[src/rtl/soc_cfg_pkg.sv]
// Shared SoC DMA configuration: request/burst descriptors, burst-depth default and AXI constants.
package soc_cfg_pkg;

  localparam int DMA_MAX_BURST_BEATS = 16;
  localparam int AXI_4K_BOUNDARY     = 4096;

  localparam int DMA_ADDR_W = 64;
  localparam int DMA_LEN_W  = 32;
  localparam int DMA_ID_W   = 4;

  typedef struct packed {
    logic [DMA_ADDR_W-1:0] addr;
    logic [DMA_LEN_W-1:0]  len;
  } dma_req_t;

  typedef struct packed {
    logic [DMA_ADDR_W-1:0] addr;
    logic [7:0]            len;
    logic [DMA_ID_W-1:0]   id;
    logic                  last;
  } dma_burst_t;

  typedef enum logic {
    ST_IDLE  = 1'b0,
    ST_SPLIT = 1'b1
  } split_state_e;

  function automatic bit is_pow2(input int unsigned v);
    return (v != 0) && ((v & (v - 1)) == 0);
  endfunction

endpackage

[src/rtl/soc_dma_rr_arb.sv]
// Round-robin arbiter: grants the lowest-indexed request at or above the pointer, wrapping;
// the pointer moves past the granted channel when advance_i is strobed.
module soc_dma_rr_arb #(
  parameter int N_CH = 1,
  parameter int CH_W = (N_CH > 1) ? $clog2(N_CH) : 1
) (
  input  logic            clk_i,
  input  logic            rst_i,
  input  logic [N_CH-1:0] req_i,
  input  logic            advance_i,
  output logic [N_CH-1:0] gnt_o,
  output logic [CH_W-1:0] idx_o
);

  localparam logic [N_CH-1:0] ONE = 1;

  logic [CH_W-1:0] r_rr;
  logic [N_CH-1:0] w_mask;
  logic [N_CH-1:0] w_masked;
  logic [N_CH-1:0] w_lo_masked;
  logic [N_CH-1:0] w_lo_any;

  for (genvar gi = 0; gi < N_CH; gi++) begin : g_mask
    assign w_mask[gi] = (CH_W'(gi) >= r_rr);
  end

  // Prefer requests at/above the pointer; fall back to the lowest one overall.
  assign w_masked    = req_i & w_mask;
  assign w_lo_masked = w_masked & (~w_masked + ONE);
  assign w_lo_any    = req_i & (~req_i + ONE);
  assign gnt_o       = (|w_masked) ? w_lo_masked : w_lo_any;

  always_comb begin
    idx_o = '0;
    for (int i = 0; i < N_CH; i++) begin
      if (gnt_o[i]) idx_o = CH_W'(i);
    end
  end

  always_ff @(posedge clk_i or posedge rst_i) begin
    if (rst_i) begin
      r_rr <= '0;
    end else if (advance_i) begin
      r_rr <= (idx_o == CH_W'(N_CH - 1)) ? '0 : idx_o + CH_W'(1);
    end
  end

endmodule

[src/rtl/soc_dma_burst_splitter.sv]
// Multi-channel DMA burst splitter: one linear request at a time, cut into AXI bursts of at most
// MAX_BURST_BEATS beats that never cross 4 KiB. Define SOC_DMA_SPLIT_PERF_CNT_EN for perf counters.
module soc_dma_burst_splitter
  import soc_cfg_pkg::*;
#(
  parameter int N_CH            = 1,
  parameter int AXI_AW          = 64,
  parameter int AXI_DW          = 64,
  parameter int ID_W            = 4,
  parameter int LEN_W           = 32,
  parameter int MAX_BURST_BEATS = DMA_MAX_BURST_BEATS
) (
  input  logic                         clk_i,
  input  logic                         rst_i,
  input  logic [N_CH-1:0]              req_valid_i,
  output logic [N_CH-1:0]              req_ready_o,
  input  logic [N_CH-1:0][AXI_AW-1:0]  req_addr_i,
  input  logic [N_CH-1:0][LEN_W-1:0]   req_len_i,
  output logic                         burst_valid_o,
  input  logic                         burst_ready_i,
  output logic [AXI_AW-1:0]            burst_addr_o,
  output logic [7:0]                   burst_len_o,
  output logic [ID_W-1:0]              burst_id_o,
  output logic                         burst_last_o,
  output logic [N_CH-1:0]              done_o
`ifdef SOC_DMA_SPLIT_PERF_CNT_EN
  ,
  output logic [31:0]                  perf_bursts_o,
  output logic [31:0]                  perf_stall_o
`endif
);

  localparam int BPB      = AXI_DW / 8;
  localparam int BPB_LOG2 = $clog2(BPB);
  localparam int CH_W     = (N_CH > 1) ? $clog2(N_CH) : 1;
  localparam logic [AXI_AW-1:0] ADDR_MASK = ~AXI_AW'(BPB - 1);

  if (!is_pow2(MAX_BURST_BEATS) || MAX_BURST_BEATS > 256) begin : g_bad_max
    $error("MAX_BURST_BEATS must be a power of 2 in 1..256");
  end
  if (!is_pow2(BPB)) begin : g_bad_dw
    $error("AXI_DW/8 must be a power of 2");
  end
  if (N_CH > (2 ** ID_W)) begin : g_bad_id
    $error("N_CH must not exceed 2**ID_W");
  end

  // Beats for the next burst: capped by what remains, the burst depth and the 4 KiB page end.
  function automatic logic [8:0] f_beats(input logic [11:0] a_lo, input logic [LEN_W-1:0] rem);
    logic [12:0]      to_4k;
    logic [LEN_W-1:0] lim;
    to_4k = 13'(AXI_4K_BOUNDARY) - {1'b0, a_lo};
    lim   = LEN_W'(to_4k >> BPB_LOG2);
    if (LEN_W'(MAX_BURST_BEATS) < lim) lim = LEN_W'(MAX_BURST_BEATS);
    if (rem < lim) lim = rem;
    return 9'(lim);
  endfunction

  split_state_e     r_state;
  logic [AXI_AW-1:0] r_cur_addr;
  logic [LEN_W-1:0]  r_rem_beats;
  logic [CH_W-1:0]   r_ch;
  logic              r_burst_valid;
  logic [7:0]        r_burst_len;
  logic [ID_W-1:0]   r_burst_id;
  logic              r_burst_last;
  logic [N_CH-1:0]   r_done;

  logic [N_CH-1:0]   w_gnt;
  logic [CH_W-1:0]   w_gnt_idx;
  logic              w_idle;
  logic              w_req_fire;
  logic              w_burst_fire;
  logic [AXI_AW-1:0] w_sel_addr;
  logic [LEN_W-1:0]  w_sel_len;
  logic [AXI_AW-1:0] w_acc_addr;
  logic [LEN_W-1:0]  w_acc_beats;
  logic [8:0]        w_acc_nb;
  logic [8:0]        w_cur_nb;
  logic [AXI_AW-1:0] w_nxt_addr;
  logic [LEN_W-1:0]  w_nxt_rem;
  logic [8:0]        w_nxt_nb;
  logic [N_CH-1:0]   w_ch_onehot;

  soc_dma_rr_arb #(
    .N_CH (N_CH),
    .CH_W (CH_W)
  ) u_arb (
    .clk_i     (clk_i),
    .rst_i     (rst_i),
    .req_i     (req_valid_i),
    .advance_i (w_req_fire),
    .gnt_o     (w_gnt),
    .idx_o     (w_gnt_idx)
  );

  always_comb begin
    w_sel_addr = '0;
    w_sel_len  = '0;
    for (int i = 0; i < N_CH; i++) begin
      if (w_gnt[i]) begin
        w_sel_addr = req_addr_i[i];
        w_sel_len  = req_len_i[i];
      end
    end
  end

  for (genvar gi = 0; gi < N_CH; gi++) begin : g_done_sel
    assign w_ch_onehot[gi] = (r_ch == CH_W'(gi));
  end

  assign w_idle       = (r_state == ST_IDLE);
  assign w_req_fire   = w_idle & (|req_valid_i);
  assign w_burst_fire = r_burst_valid & burst_ready_i;
  assign req_ready_o  = w_gnt & {N_CH{w_idle & ~rst_i}};

  assign w_acc_addr  = w_sel_addr & ADDR_MASK;
  assign w_acc_beats = w_sel_len >> BPB_LOG2;
  assign w_acc_nb    = f_beats(w_acc_addr[11:0], w_acc_beats);

  assign w_cur_nb   = f_beats(r_cur_addr[11:0], r_rem_beats);
  assign w_nxt_addr = r_cur_addr + (AXI_AW'(w_cur_nb) << BPB_LOG2);
  assign w_nxt_rem  = r_rem_beats - LEN_W'(w_cur_nb);
  assign w_nxt_nb   = f_beats(w_nxt_addr[11:0], w_nxt_rem);

  always_ff @(posedge clk_i or posedge rst_i) begin
    if (rst_i) begin
      r_state       <= ST_IDLE;
      r_cur_addr    <= '0;
      r_rem_beats   <= '0;
      r_ch          <= '0;
      r_burst_valid <= 1'b0;
      r_burst_len   <= '0;
      r_burst_id    <= '0;
      r_burst_last  <= 1'b0;
      r_done        <= '0;
    end else begin
      r_done <= '0;
      case (r_state)
        ST_IDLE: begin
          if (w_req_fire) begin
            r_ch        <= w_gnt_idx;
            r_cur_addr  <= w_acc_addr;
            r_rem_beats <= w_acc_beats;
            if (w_acc_beats == '0) begin
              r_done <= w_gnt;
            end else begin
              r_state       <= ST_SPLIT;
              r_burst_valid <= 1'b1;
              r_burst_len   <= 8'(w_acc_nb - 9'd1);
              r_burst_id    <= ID_W'(w_gnt_idx);
              r_burst_last  <= (LEN_W'(w_acc_nb) == w_acc_beats);
            end
          end
        end
        ST_SPLIT: begin
          if (w_burst_fire) begin
            if (r_burst_last) begin
              // Keep the address/len of the final burst on the bus; only valid drops.
              r_state       <= ST_IDLE;
              r_burst_valid <= 1'b0;
              r_rem_beats   <= '0;
              r_done        <= w_ch_onehot;
            end else begin
              r_cur_addr   <= w_nxt_addr;
              r_rem_beats  <= w_nxt_rem;
              r_burst_len  <= 8'(w_nxt_nb - 9'd1);
              r_burst_last <= (LEN_W'(w_nxt_nb) == w_nxt_rem);
            end
          end
        end
        default: r_state <= ST_IDLE;
      endcase
    end
  end

  assign burst_valid_o = r_burst_valid;
  assign burst_addr_o  = r_cur_addr;
  assign burst_len_o   = r_burst_len;
  assign burst_id_o    = r_burst_id;
  assign burst_last_o  = r_burst_last;
  assign done_o        = r_done;

`ifdef SOC_DMA_SPLIT_PERF_CNT_EN
  logic [31:0] r_perf_bursts;
  logic [31:0] r_perf_stall;

  always_ff @(posedge clk_i or posedge rst_i) begin
    if (rst_i) begin
      r_perf_bursts <= '0;
      r_perf_stall  <= '0;
    end else begin
      if (w_burst_fire) r_perf_bursts <= r_perf_bursts + 32'd1;
      if (r_burst_valid & ~burst_ready_i) r_perf_stall <= r_perf_stall + 32'd1;
    end
  end

  assign perf_bursts_o = r_perf_bursts;
  assign perf_stall_o  = r_perf_stall;
`endif

endmodule

[config.mk]
export PLATFORM = sky130hd
export DESIGN_NAME = soc_dma_burst_splitter
export DESIGN_NICKNAME = d
export VERILOG_FILES = /design/src/rtl/soc_cfg_pkg.sv /design/src/rtl/soc_dma_rr_arb.sv /design/src/rtl/soc_dma_burst_splitter.sv
export SDC_FILE = /design/constraint.sdc
export NUM_CORES = 1
export LEC_CHECK = 0
export CAP_MARGIN = 20
export CELL_PAD_IN_SITES_DETAIL_PLACEMENT = 0
export CELL_PAD_IN_SITES_GLOBAL_PLACEMENT = 1
export CORE_MARGIN = 2
export CORE_UTILIZATION = 39
export CTS_CLUSTER_SIZE = 10
export DETAILED_ROUTE_END_ITERATION = 6
export GPL_TIMING_DRIVEN = 1
export PLACE_DENSITY = 0.81
export SLEW_MARGIN = 10
export SYNTH_ARGS = -nofsm -noshare
export SYNTH_HDL_FRONTEND = slang
export SYNTH_SLANG_ARGS = --single-unit
export TNS_END_PERCENT = 20
[constraint.sdc]
create_clock -name clk_i -period 9.6 [get_ports clk_i]
set_input_delay 0.96 -clock clk_i [delete_from_list [all_inputs] [get_ports clk_i]]
set_output_delay 0.96 -clock clk_i [all_outputs]
set_load 0.01 [all_outputs]
== Word level (Yosys, flattened, before mapping) ==
Cells that the tools add are included.

* Memories kept: 0
* Bits of input ports: 100
* Memory bits (read-only): 0
* Word-level logic and storage cells: 83
* Output and inout port bits: 80
* Bits in writable memories: 0
* Latch bits: 0
* Register bits after elaboration: 108

* Bitwise gates (word level): 8
* Shift operators: 0
* Muxes and demuxes: 41
* $mul: 0
* Order comparisons: 6
* Eq/ne operators: 7
* Add/sub/neg operators: 8
* Div/mod/pow operators: 0
* Reduce and logical (&&, ||, !) cells: 6

{| class="wikitable"
|+ Operator list
! operator !! number
|-
| two-way mux 64 bit || 4
|-
| two-way mux 32 bit || 4
|-
| one-hot mux 64 bit (2 select lines) || 1
|-
| adder 64 x 12 -> 64 bit || 1
|-
| < comparator 32 x 10 -> 1 bit || 2
|-
| one-hot mux 32 bit (2 select lines) || 1
|-
| subtractor 13 x 12 -> 13 bit (first input constant) || 3
|-
| equality test 9 x 32 -> 1 bit || 1
|-
| zero test 32 bit || 1
|-
| two-way mux 8 bit || 4
|-
| subtractor 32 x 9 -> 32 bit || 1
|-
| < comparator 5 x 10 -> 1 bit (first input constant) || 3
|-
| two-way mux 10 bit || 3
|-
| equality test 9 x 29 -> 1 bit || 1
|-
| < comparator 29 x 10 -> 1 bit || 1
|-
| two-way mux 9 bit || 3
|-
| two-way mux 1 bit || 16
|-
| one-hot mux 8 bit (2 select lines) || 1
|-
| subtractor 8 x 1 -> 8 bit (second input constant) || 2
|-
| one-hot mux 1 bit (2 select lines) || 4
|-
| AND reduction 4 bit || 2
|-
| inequality test 2 x 1 -> 1 bit (second input constant) || 3
|-
| AND reduction 3 bit || 2
|-
| bitwise AND 1 bit || 5
|-
| 4 further kinds || 7
|}

== Logic depth before layout (Yosys ltp) ==
Gate-level depths: netlist (run 1).

* Word-level depth: 15
* Mapped depth: 44
* Mapped depth without buffers: 43

== Hierarchy ==
A second synthesis (run 1) with hierarchy kept.

* Cell total of the unflattened synthesis: 1,215
* Area, all modules: 9,409.0 um^2

{| class="wikitable"
|+ By module, submodules not included
! module !! instances !! cells each !! sequential area each (um^2) !! area each (um^2)
|-
| soc_dma_burst_splitter || 1 || 1,212 || 2,677.6 || 9,390.3
|-
| soc_dma_rr_arb || 1 || 3 || 0.0 || 18.8
|}

== Least setup slack after synthesis (run 1) ==
Ideal clock, no wire load.

* Path kind: reg2reg
* Start: register r_cur_addr[4] (netlist: burst_addr_o[4])
* End: register r_burst_len[6] (netlist: burst_len_o[6])
* Data required time: 9.467 ns
* Stages on the path, launching flop included: 44
* Data arrival time: 7.980 ns
* Slack: 1.487 ns
* Path buffers: 1
* Cells stage by stage: dfrtp_1 -> inv_1 -> ha_1 -> nand2_1 -> a211o_1 -> a31oi_1 -> nand2_1 -> ha_1 -> inv_1 -> a31o_2 -> a21boi_0 -> o21a_1 -> o21ai_0 -> a21oi_1 -> a21oi_1 -> o21a_1 -> clkbuf_1 -> o21ai_0 -> [... 8 more ...] -> nor3_1 -> inv_1 -> ha_1 -> a21oi_1 -> nor2_1 -> o31ai_1 -> o41ai_1 -> nor2_1 -> o21ai_1 -> or2_1 -> a31oi_2 -> o21a_1 -> ha_1 -> inv_1 -> a311oi_1 -> nand4_1 -> xnor2_1 -> o21ai_1

* Cells in the longest elaborated chain, start to end: 15
* Elaborated cells on any way between the ends: 16
* Classes of those cells: 5 x add/sub; 4 x order compare; 7 x mux

{| class="wikitable"
|+ RTL lines
! element !! RTL line !! RTL
|-
| start, declared || soc_dma_burst_splitter.sv:60 || <nowiki>logic [AXI_AW-1:0] r_cur_addr;</nowiki>
|-
| start signal, assigned || soc_dma_burst_splitter.sv:143 || <nowiki>r_cur_addr <= w_acc_addr;</nowiki>
|-
| start signal, assigned || soc_dma_burst_splitter.sv:165 || <nowiki>r_cur_addr <= w_nxt_addr;</nowiki>
|-
| subtractor 13 x 12 -> 13 bit || soc_dma_burst_splitter.sv:52 || <nowiki>to_4k = 13'(AXI_4K_BOUNDARY) - {1'b0, a_lo};</nowiki>
|-
| < comparator 5 x 10 -> 1 bit || soc_dma_burst_splitter.sv:54 || <nowiki>if (LEN_W'(MAX_BURST_BEATS) < lim) lim = LEN_W'(MAX_BURST_BEATS);</nowiki>
|-
| two-way mux 10 bit || soc_dma_burst_splitter.sv:54 ||
|-
| < comparator 32 x 10 -> 1 bit || soc_dma_burst_splitter.sv:55 || <nowiki>if (rem < lim) lim = rem;</nowiki>
|-
| two-way mux 9 bit || soc_dma_burst_splitter.sv:55 ||
|-
| adder 64 x 12 -> 64 bit || soc_dma_burst_splitter.sv:122 || <nowiki>assign w_nxt_addr = r_cur_addr + (AXI_AW'(w_cur_nb) << BPB_LOG2);</nowiki>
|-
| subtractor 13 x 12 -> 13 bit || soc_dma_burst_splitter.sv:52 ||
|-
| < comparator 5 x 10 -> 1 bit || soc_dma_burst_splitter.sv:54 ||
|-
| two-way mux 10 bit || soc_dma_burst_splitter.sv:54 ||
|-
| < comparator 32 x 10 -> 1 bit || soc_dma_burst_splitter.sv:55 ||
|-
| two-way mux 9 bit * || soc_dma_burst_splitter.sv:55 ||
|-
| subtractor 8 x 1 -> 8 bit * || soc_dma_burst_splitter.sv:167 || <nowiki>r_burst_len <= 8'(w_nxt_nb - 9'd1);</nowiki>
|-
| two-way mux 8 bit * || soc_dma_burst_splitter.sv:158 || <nowiki>if (r_burst_last) begin</nowiki>
|-
| two-way mux 8 bit * || soc_dma_burst_splitter.sv:157 || <nowiki>if (w_burst_fire) begin</nowiki>
|-
| one-hot mux 8 bit (2 select lines) * || soc_dma_burst_splitter.sv:139 || <nowiki>case (r_state)</nowiki>
|-
| end signal, assigned || soc_dma_burst_splitter.sv:150 || <nowiki>r_burst_len <= 8'(w_acc_nb - 9'd1);</nowiki>
|-
| end signal, assigned || soc_dma_burst_splitter.sv:167 ||
|-
| end, declared || soc_dma_burst_splitter.sv:64 || <nowiki>logic [7:0] r_burst_len;</nowiki>
|}

Mark *: on every way between the ends. The rest lies on a longest branch, timed or not. The select of a mux whose other input is x is not followed.
A chain may end at the register's enable or synchronous reset.

== Final worst setup path (run 1) ==
Ends and elaborated chain as after synthesis.

==> flow_metrics.py, run 1 <==
metrics = {
    "run_status": {
        "status": "complete, no violations",
    },
    "yosys": {
        "yosysTopAreaCellShare_pct": 29.3,
        "yosysTopAreaCell": "dfrtp_1",
        "yosys.area_share.simple_pct": 25.2,
        "ys_async_sr_fraction_pct": 100,
        "ys_top_cells_by_area": "dfrtp_1 (29%), ha_1 (7.4%), o21ai_0 (6.1%)",
        "synth_seq_cells": 105,
        "synth_top_flop_cell": "dfrtp_1",
        "yosysSeqAreaShare_pct": 29.3,
        "synth_edf_count": 0,
        "yosysWarnings": 0,
        "muxShareOfSynthArea_pct": 1.07,
        "syn_inst": 1129,
        "netlist_area_sq_um": 8960,
        "synth_top_family_by_area": "compound AO/OA/AOI/OAI gates",
        "ys_types": 88,
        "synth_xor_xnor_area_share_pct": 3.32,
        "postSynthAreaPerCell_sq_um": 7.94,
        "synth_common_cells": "nand2_1 (146), o21ai_0 (110), dfrtp_1 (105)",
        "synth_compound_area_share_pct": 28.7,
        "synth_adder_area_share_pct": 7.84,
        "synth.most_common_cell": "nand2_1",
    },
    "global_route": {
        "gr-total-overflow": 0,
        "grt_pass1_wl_um": 49200,
        "antenna_found_initial": 1,
        "grt_start_max_net_pins": 87,
        "track_usage_pct": 25.4,
        "grt_pass1_vias": 8858,
    },
    "final_layout": {
        "antenna_cells": 0,
        "layout-drive-gt1-share_pct": 5.15,
        "nNetsFinal": 1432,
        "final_area_sq_um": 11200,
        "syn_to_final_growth_pct": 25.0,
    },
    "placement": {
        "hpwl_um": 22900,
        "numPortBuffers": 166,
        "finalWeightedCongestion": 0.869,
        "placed_area_sq_um": 10900,
    },
    "timing": {
        "setup_viol": 0,
        "clock_skew_ps": 17.8,
        "finalMaxSlewViolations": 0,
        "finalSetupTns_ps": 0,
        "hold_viol_final": 0,
        "slew-limit-headroom_pct": 33.7,
        "hold-worst-slack_ps": 481,
        "worstMarginPinSlew_ps": 993,
        "fmax_mhz": 114,
        "fin_crit_sh_pct": 91.3,
        "min_period_ps": 8770,
    },
    "pwr": {
        "swShare_pct": 49.6,
        "max-vdd-ir-drop_v": 0.000143,
        "seq_power_share_pct": 28.7,
        "comb_power_share_pct": 60.2,
        "clockPowerShare_pct": 11.1,
        "intPower_w": 0.00171,
        "switching_power_w": 0.00168,
        "power.density_nw_per_um2": 302,
        "p_leak_nw": 4.50,
    },
    "worst_setup_path": {
        "worst-path-max-fanout": 16,
        "path_class": "flop to flop",
        "startpoint_type": "flop",
        "path_depth": 40,
        "ff2ff_setup_slack_ps": 830,
        "r2r-end": "burst_len_o[6]$_DFFE_PP0P_",
        "critPathMaxStageDelay_ps": 500,
        "critPathLaunch": "burst_addr_o[4]$_DFFE_PP0P_",
        "crit_family": "compound AO/OA/AOI/OAI gates",
        "crit_top_cell": "ha_1",
        "reg2reg_from": "burst_addr_o[4]$_DFFE_PP0P_",
        "cp-endpoint": "burst_len_o[6]$_DFFE_PP0P_",
        "crit_buf_inv": 5,
        "arrival_ps": 8980,
        "required_ps": 9810,
        "critPathSlowestCell": "dfrtp_1",
        "reg2regPathDepth": 40,
        "critPathCaptureType": "flop",
    },
    "clocking": {
        "cts.sink_count": 105,
        "htree_levels": 3,
        "clk_pin_slew_ps": 80,
        "cts_tree": "done",
        "cts_made_buffers": 9,
        "clk_latency_ps": 370,
        "root_buffer": "clkbuf_16",
        "hold_buffers": 0,
        "clock_path_buffers": 2,
    },
    "floorplanning": {
        "coreArea_sq_um": 22600,
        "initial_utilization_pct": 39.7,
        "io_pins": 180,
        "rows": 55,
        "die_y_um": 156,
        "dieWidth_um": 156,
        "die_area_sq_um": 24200,
    },
    "min_path": {
        "hold-path-cell-count": 2,
        "hold_class": "flop to flop",
    },
    "routing": {
        "drc_errors": 0,
        "drt-total-wl_um": 30900,
        "drt-initial-drc-count": 816,
        "vias": 9412,
        "routedWlPerCell_um": 19.7,
        "dr.pass1.iters": 7,
        "final_antenna_net_count": 0,
        "vias_per_cell": 6.01,
    },
    "flow_run": {
        "maxCapViolations": 0,
    },
}
==> layout by cell type, fill, tap and decap left out, drive strengths merged, types with 7 or more instances in the layout <==
| cell | count |
|---|---|
| clkdlybuf4s50 | 166 |
| dfrtp | 105 |
| nand3 | 32 |
| or3 | 11 |
| inv | 41 |
| o31ai | 9 |
| a32oi | 7 |
| and3 | 19 |
| or2 | 8 |
| o21a | 13 |
| xnor2 | 23 |
| a221o | 32 |
| buf | 11 |
| nand4 | 22 |
| xor2 | 11 |
| a21o | 19 |
| clkbuf | 10 |
| nor4 | 22 |
| o311ai | 16 |
| nand2 | 146 |
| a22oi | 12 |
| nand2b | 10 |
| nor3b | 10 |
| o21ai | 115 |
| nor3 | 44 |
| a31oi | 23 |
| and2 | 13 |
| conb | 22 |
| nor2 | 93 |
| ha | 53 |
| or4 | 8 |
| a211o | 8 |
| nor2b | 7 |
| a21oi | 50 |
==> sequential cells by signal (all words and copies together), names as in the netlist <==
signal	flops
burst_len_o	8
burst_last_o	1
r_state	1
done_o	1
burst_addr_o	61
r_rem_beats	32
burst_valid_o	1
==> routing by layer <==
metal / GRT usage (%) / part of all wire (%) / up-vias / routed length (um)
li1: - / - / 4527 / -
met1: 35.5 / 46 / 4527 / 14100
met2: 40.2 / 45 / 320 / 14000
met3: 5.94 / 7.3 / 36 / 2260
met4: 5.64 / 1.8 / 2 / 545
met5: 0 / 0.036 / - / 11
==> kinds of logic (layout without fill, tap and decap cells) <==
logic type      after synthesis  in the layout
simple gates                458            458
compound gates              367            367
flops                       105            105
buf+inv                      99            232
fa+ha+maj                    55             55
xor+xnor                     34             34
mux                           9              9
other cells                   2             22
==> worst register-to-register path, delay by kind of cell, from the launching register on <==
family	cells	cell delay (ps)
and+or+nand+nor	9	2070
xor gates and xnor gates	2	320
DFF	1	500
buffers and inverters	5	470
adders and majority gates	6	1570
muxes	1	330
AOI/OAI and AO/OA	17	3360
==> worst min-delay path by stage <==
stage	from	slack, ps	endpoint
2_1_floorplan	r_rem_beats[31]$_DFFE_PP0P_	470	r_rem_beats[31]$_DFFE_PP0P_
3_3_place_gp	burst_len_o[2]$_DFFE_PP0P_	470	burst_len_o[2]$_DFFE_PP0P_
3_5_place_dp	burst_len_o[5]$_DFFE_PP0P_	470	burst_len_o[5]$_DFFE_PP0P_
4_1_cts	burst_len_o[5]$_DFFE_PP0P_	490	burst_len_o[5]$_DFFE_PP0P_
5_1_grt	burst_len_o[5]$_DFFE_PP0P_	510	burst_len_o[5]$_DFFE_PP0P_
6_report	burst_len_o[5]$_DFFE_PP0P_	480	burst_len_o[5]$_DFFE_PP0P_
==> stage by stage <==
step                      setup slack (ps)  utilization [%]  total power, W  cells
after floorplan                       1490                -         0.00220   1149
after global placement                 620             48.3         0.00297   1551
after detailed placement               549             48.3         0.00300   1551
after CTS                              502             49.6         0.00338   1567
after global routing                 -3.57             49.6         0.00368   1567
final                                  834             49.6         0.00339   1567
==> power groups by stage <==
stage | Sequential [W] | Clock [W] | Combinational, W
global placement | 0.000967 | 0 | 0.00201
floorplan | 0.000928 | 0 | 0.00127
CTS | 0.000965 | 0.000384 | 0.00204
global route | 0.00102 | 0.000399 | 0.00226
finish | 0.000972 | 0.000376 | 0.00204
detailed placement | 0.000966 | 0 | 0.00203
==> cell type report <==
type                    instances  area, sq um
flip-flops and latches        105         2630
clock buffers                  10          229
well taps                     285          357
multi-input cells             945         6050
repair buffers                177         1740
fillers                      2243        11400
inverters                      39          149
clock inverters                 6         50.0
==> repair_timing <==
item | in CTS | in global routing
gates resized for setup | 0 | 5
setup endpoints to repair | 0 | 4
buffers inserted | 0 | 0
Power figures use the tool's default switching activity.
==> inputs of run 2 (changes only) <==
--- a/config.mk
+++ b/config.mk
@@ -13,7 +13,7 @@
 export CTS_CLUSTER_SIZE = 10
 export DETAILED_ROUTE_END_ITERATION = 6
 export GPL_TIMING_DRIVEN = 1
-export PLACE_DENSITY = 0.81
+export PLACE_DENSITY = 0.9
 export SLEW_MARGIN = 10
 export SYNTH_ARGS = -nofsm -noshare
 export SYNTH_HDL_FRONTEND = slang
==> run 2 against run 1 <==
Compared with the run above: die area stayed put; register-to-register slack worse by 20 ps; via count up 0.47%; clock skew is 2.2 ps higher; cell count about the same; fmax decreased by 0.28%; sequential share of layout area about the same; total power rose by 1.3%; highest routed layer is now met4; critical path depth grew 3; first-iteration DRC count down 12%.
==> flow_metrics.py, run 2 (synthesized netlist as in run 1, its figures left out) <==
metrics = {
    "floorplanning": {
        "coreArea_sq_um": 22600,
        "dieWidth_um": 156,
        "initial_utilization_pct": 39.7,
        "die_area_sq_um": 24200,
        "rows": 55,
        "die_y_um": 156,
        "io_pins": 180,
    },
    "worst_setup_path": {
        "required_ps": 9820,
        "startpoint_type": "flop",
        "r2r-end": "burst_len_o[6]$_DFFE_PP0P_",
        "arrival_ps": 9010,
        "critPathMaxStageDelay_ps": 500,
        "critPathCaptureType": "flop",
        "worst-path-max-fanout": 10,
        "ff2ff_setup_slack_ps": 810,
        "path_class": "flop to flop",
        "critPathSlowestCell": "dfrtp_1",
        "reg2reg_from": "burst_addr_o[3]$_DFFE_PP0P_",
        "reg2regPathDepth": 43,
    },
    "clocking": {
        "htree_levels": 3,
        "hold_buffers": 0,
        "cts.sink_count": 105,
        "root_buffer": "clkbuf_16",
        "clk_latency_ps": 370,
        "cts_tree": "done",
        "cts_made_buffers": 9,
        "clk_pin_slew_ps": 80,
        "clock_path_buffers": 2,
    },
    "pwr": {
        "p_leak_nw": 4.52,
        "power.density_nw_per_um2": 306,
        "max-vdd-ir-drop_v": 0.000198,
        "finalPower_w": 0.00343,
    },
    "routing": {
        "drc_errors": 0,
        "drt-initial-drc-count": 716,
        "final_antenna_net_count": 0,
        "vias_per_cell": 6.03,
        "routedWlPerCell_um": 19.2,
        "drt-total-wl_um": 30100,
        "vias": 9456,
        "dr.pass1.iters": 6,
    },
    "min_path": {
        "hold_class": "flop to flop",
        "hold-path-cell-count": 2,
        "min_to": "burst_len_o[4]$_DFFE_PP0P_",
        "hold_start": "burst_len_o[4]$_DFFE_PP0P_",
    },
    "run_status": {
        "status": "complete, no violations",
    },
    "final_layout": {
        "antenna_cells": 0,
        "multiInputGateArea_sq_um": 6040,
        "nNetsFinal": 1433,
        "largest_reg_flops": 61,
        "num-fill-cells": 2161,
        "seqCellArea_sq_um": 2630,
        "mostFrequentLayoutCell": "clkdlybuf4s50_1",
        "final_area_sq_um": 11200,
        "layout-drive-gt1-share_pct": 4.99,
        "mostFrequentLayoutCells": "clkdlybuf4s50_1 (166), nand2_1 (145), o21ai_0 (110), dfrtp_1 (105), nor2_1 (90)",
        "syn_to_final_growth_pct": 25.3,
    },
    "placement": {
        "hpwl_um": 22100,
        "numPortBuffers": 166,
        "finalWeightedCongestion": 0.953,
        "placed_area_sq_um": 10900,
    },
    "global_route": {
        "antenna_found_initial": 1,
        "grt_pass1_vias": 8757,
        "track_usage_pct": 24.5,
        "grt_start_max_net_pins": 87,
        "gr-total-overflow": 0,
        "grt_pass1_wl_um": 47200,
    },
    "timing": {
        "setup_viol": 0,
        "hold_viol_final": 0,
        "finalSetupTns_ps": 0,
        "fmax_mhz": 114,
        "rsz0062_at_grt": "no",
        "clock_skew_ps": 20.1,
        "slew-limit-headroom_pct": 31.9,
        "worstMarginPinSlew_ps": 1010,
        "min_period_ps": 8790,
        "fin_crit_sh_pct": 91.6,
        "finalMaxSlewViolations": 0,
    },
    "flow_run": {
        "maxCapViolations": 0,
    },
}
==> run 2: worst max-delay path by stage <==
stage / cells after the start / slack (ps) / startpoint / to
after floorplan: 43 / 1490 / burst_addr_o[4]$_DFFE_PP0P_ / burst_len_o[6]$_DFFE_PP0P_
after global placement: 43 / 970 / burst_addr_o[4]$_DFFE_PP0P_ / burst_len_o[6]$_DFFE_PP0P_
after detailed placement: 43 / 780 / burst_addr_o[3]$_DFFE_PP0P_ / burst_len_o[6]$_DFFE_PP0P_
after CTS: 43 / 710 / burst_addr_o[3]$_DFFE_PP0P_ / burst_len_o[6]$_DFFE_PP0P_
after global routing: 43 / 40 / burst_addr_o[4]$_DFFE_PP0P_ / burst_len_o[6]$_DFFE_PP0P_
final: 43 / 810 / burst_addr_o[3]$_DFFE_PP0P_ / burst_len_o[6]$_DFFE_PP0P_
==> run 2: layer usage <==
layer,wire length [um],GRT usage (%),part of all wire (%)
met1,13400,33.8,44
met2,13800,38.9,46
met3,2100,4.42,7.0
met4,752,8.13,2.5
met5,0,0,0
==> run 2: worst max-delay path, delay by kind of cell (launching register included) <==
| kind | cells | cell delay, ps |
|---|---|---|
| buf+inv | 6 | 510 |
| compound gates | 20 | 3890 |
| fa+ha+maj | 6 | 1630 |
| mux | 1 | 320 |
| simple gates | 8 | 1450 |
| xor+xnor | 2 | 340 |
| flops | 1 | 500 |
==> run 2: through the flow <==
stage / util (%) / std cells / setup slack (ps) / hold slack, ps
2_1_floorplan: - / 1149 / 1490 / 466
3_3_place_gp: 48.3 / 1552 / 972 / 465
3_5_place_dp: 48.3 / 1552 / 781 / 470
4_1_cts: 49.7 / 1568 / 710 / 490
5_1_grt: 49.8 / 1568 / 41.3 / 513
6_report: 49.8 / 1568 / 809 / 487
==> run 2: report_power, final <==
part           switching (W)  internal [W]
Clock               0.000208      0.000188
Sequential          0.000304      0.000649
Combinational        0.00120      0.000884
==> run 2: repair_timing <==
action | 4_1_cts | 5_1_grt
gates resized for setup | 0 | 2
setup buffers | 0 | 0
endpoints found under the setup margin | 0 | 1
==> run 2: area by class of cell <==
class	instances	share of cell area, %
flip-flops and latches	105	23.4
clock buffers	9	2.01
clock inverters	7	0.747
well taps	285	3.18
multi-input cells	945	53.7
inverters	39	1.33
repair buffers	178	15.6
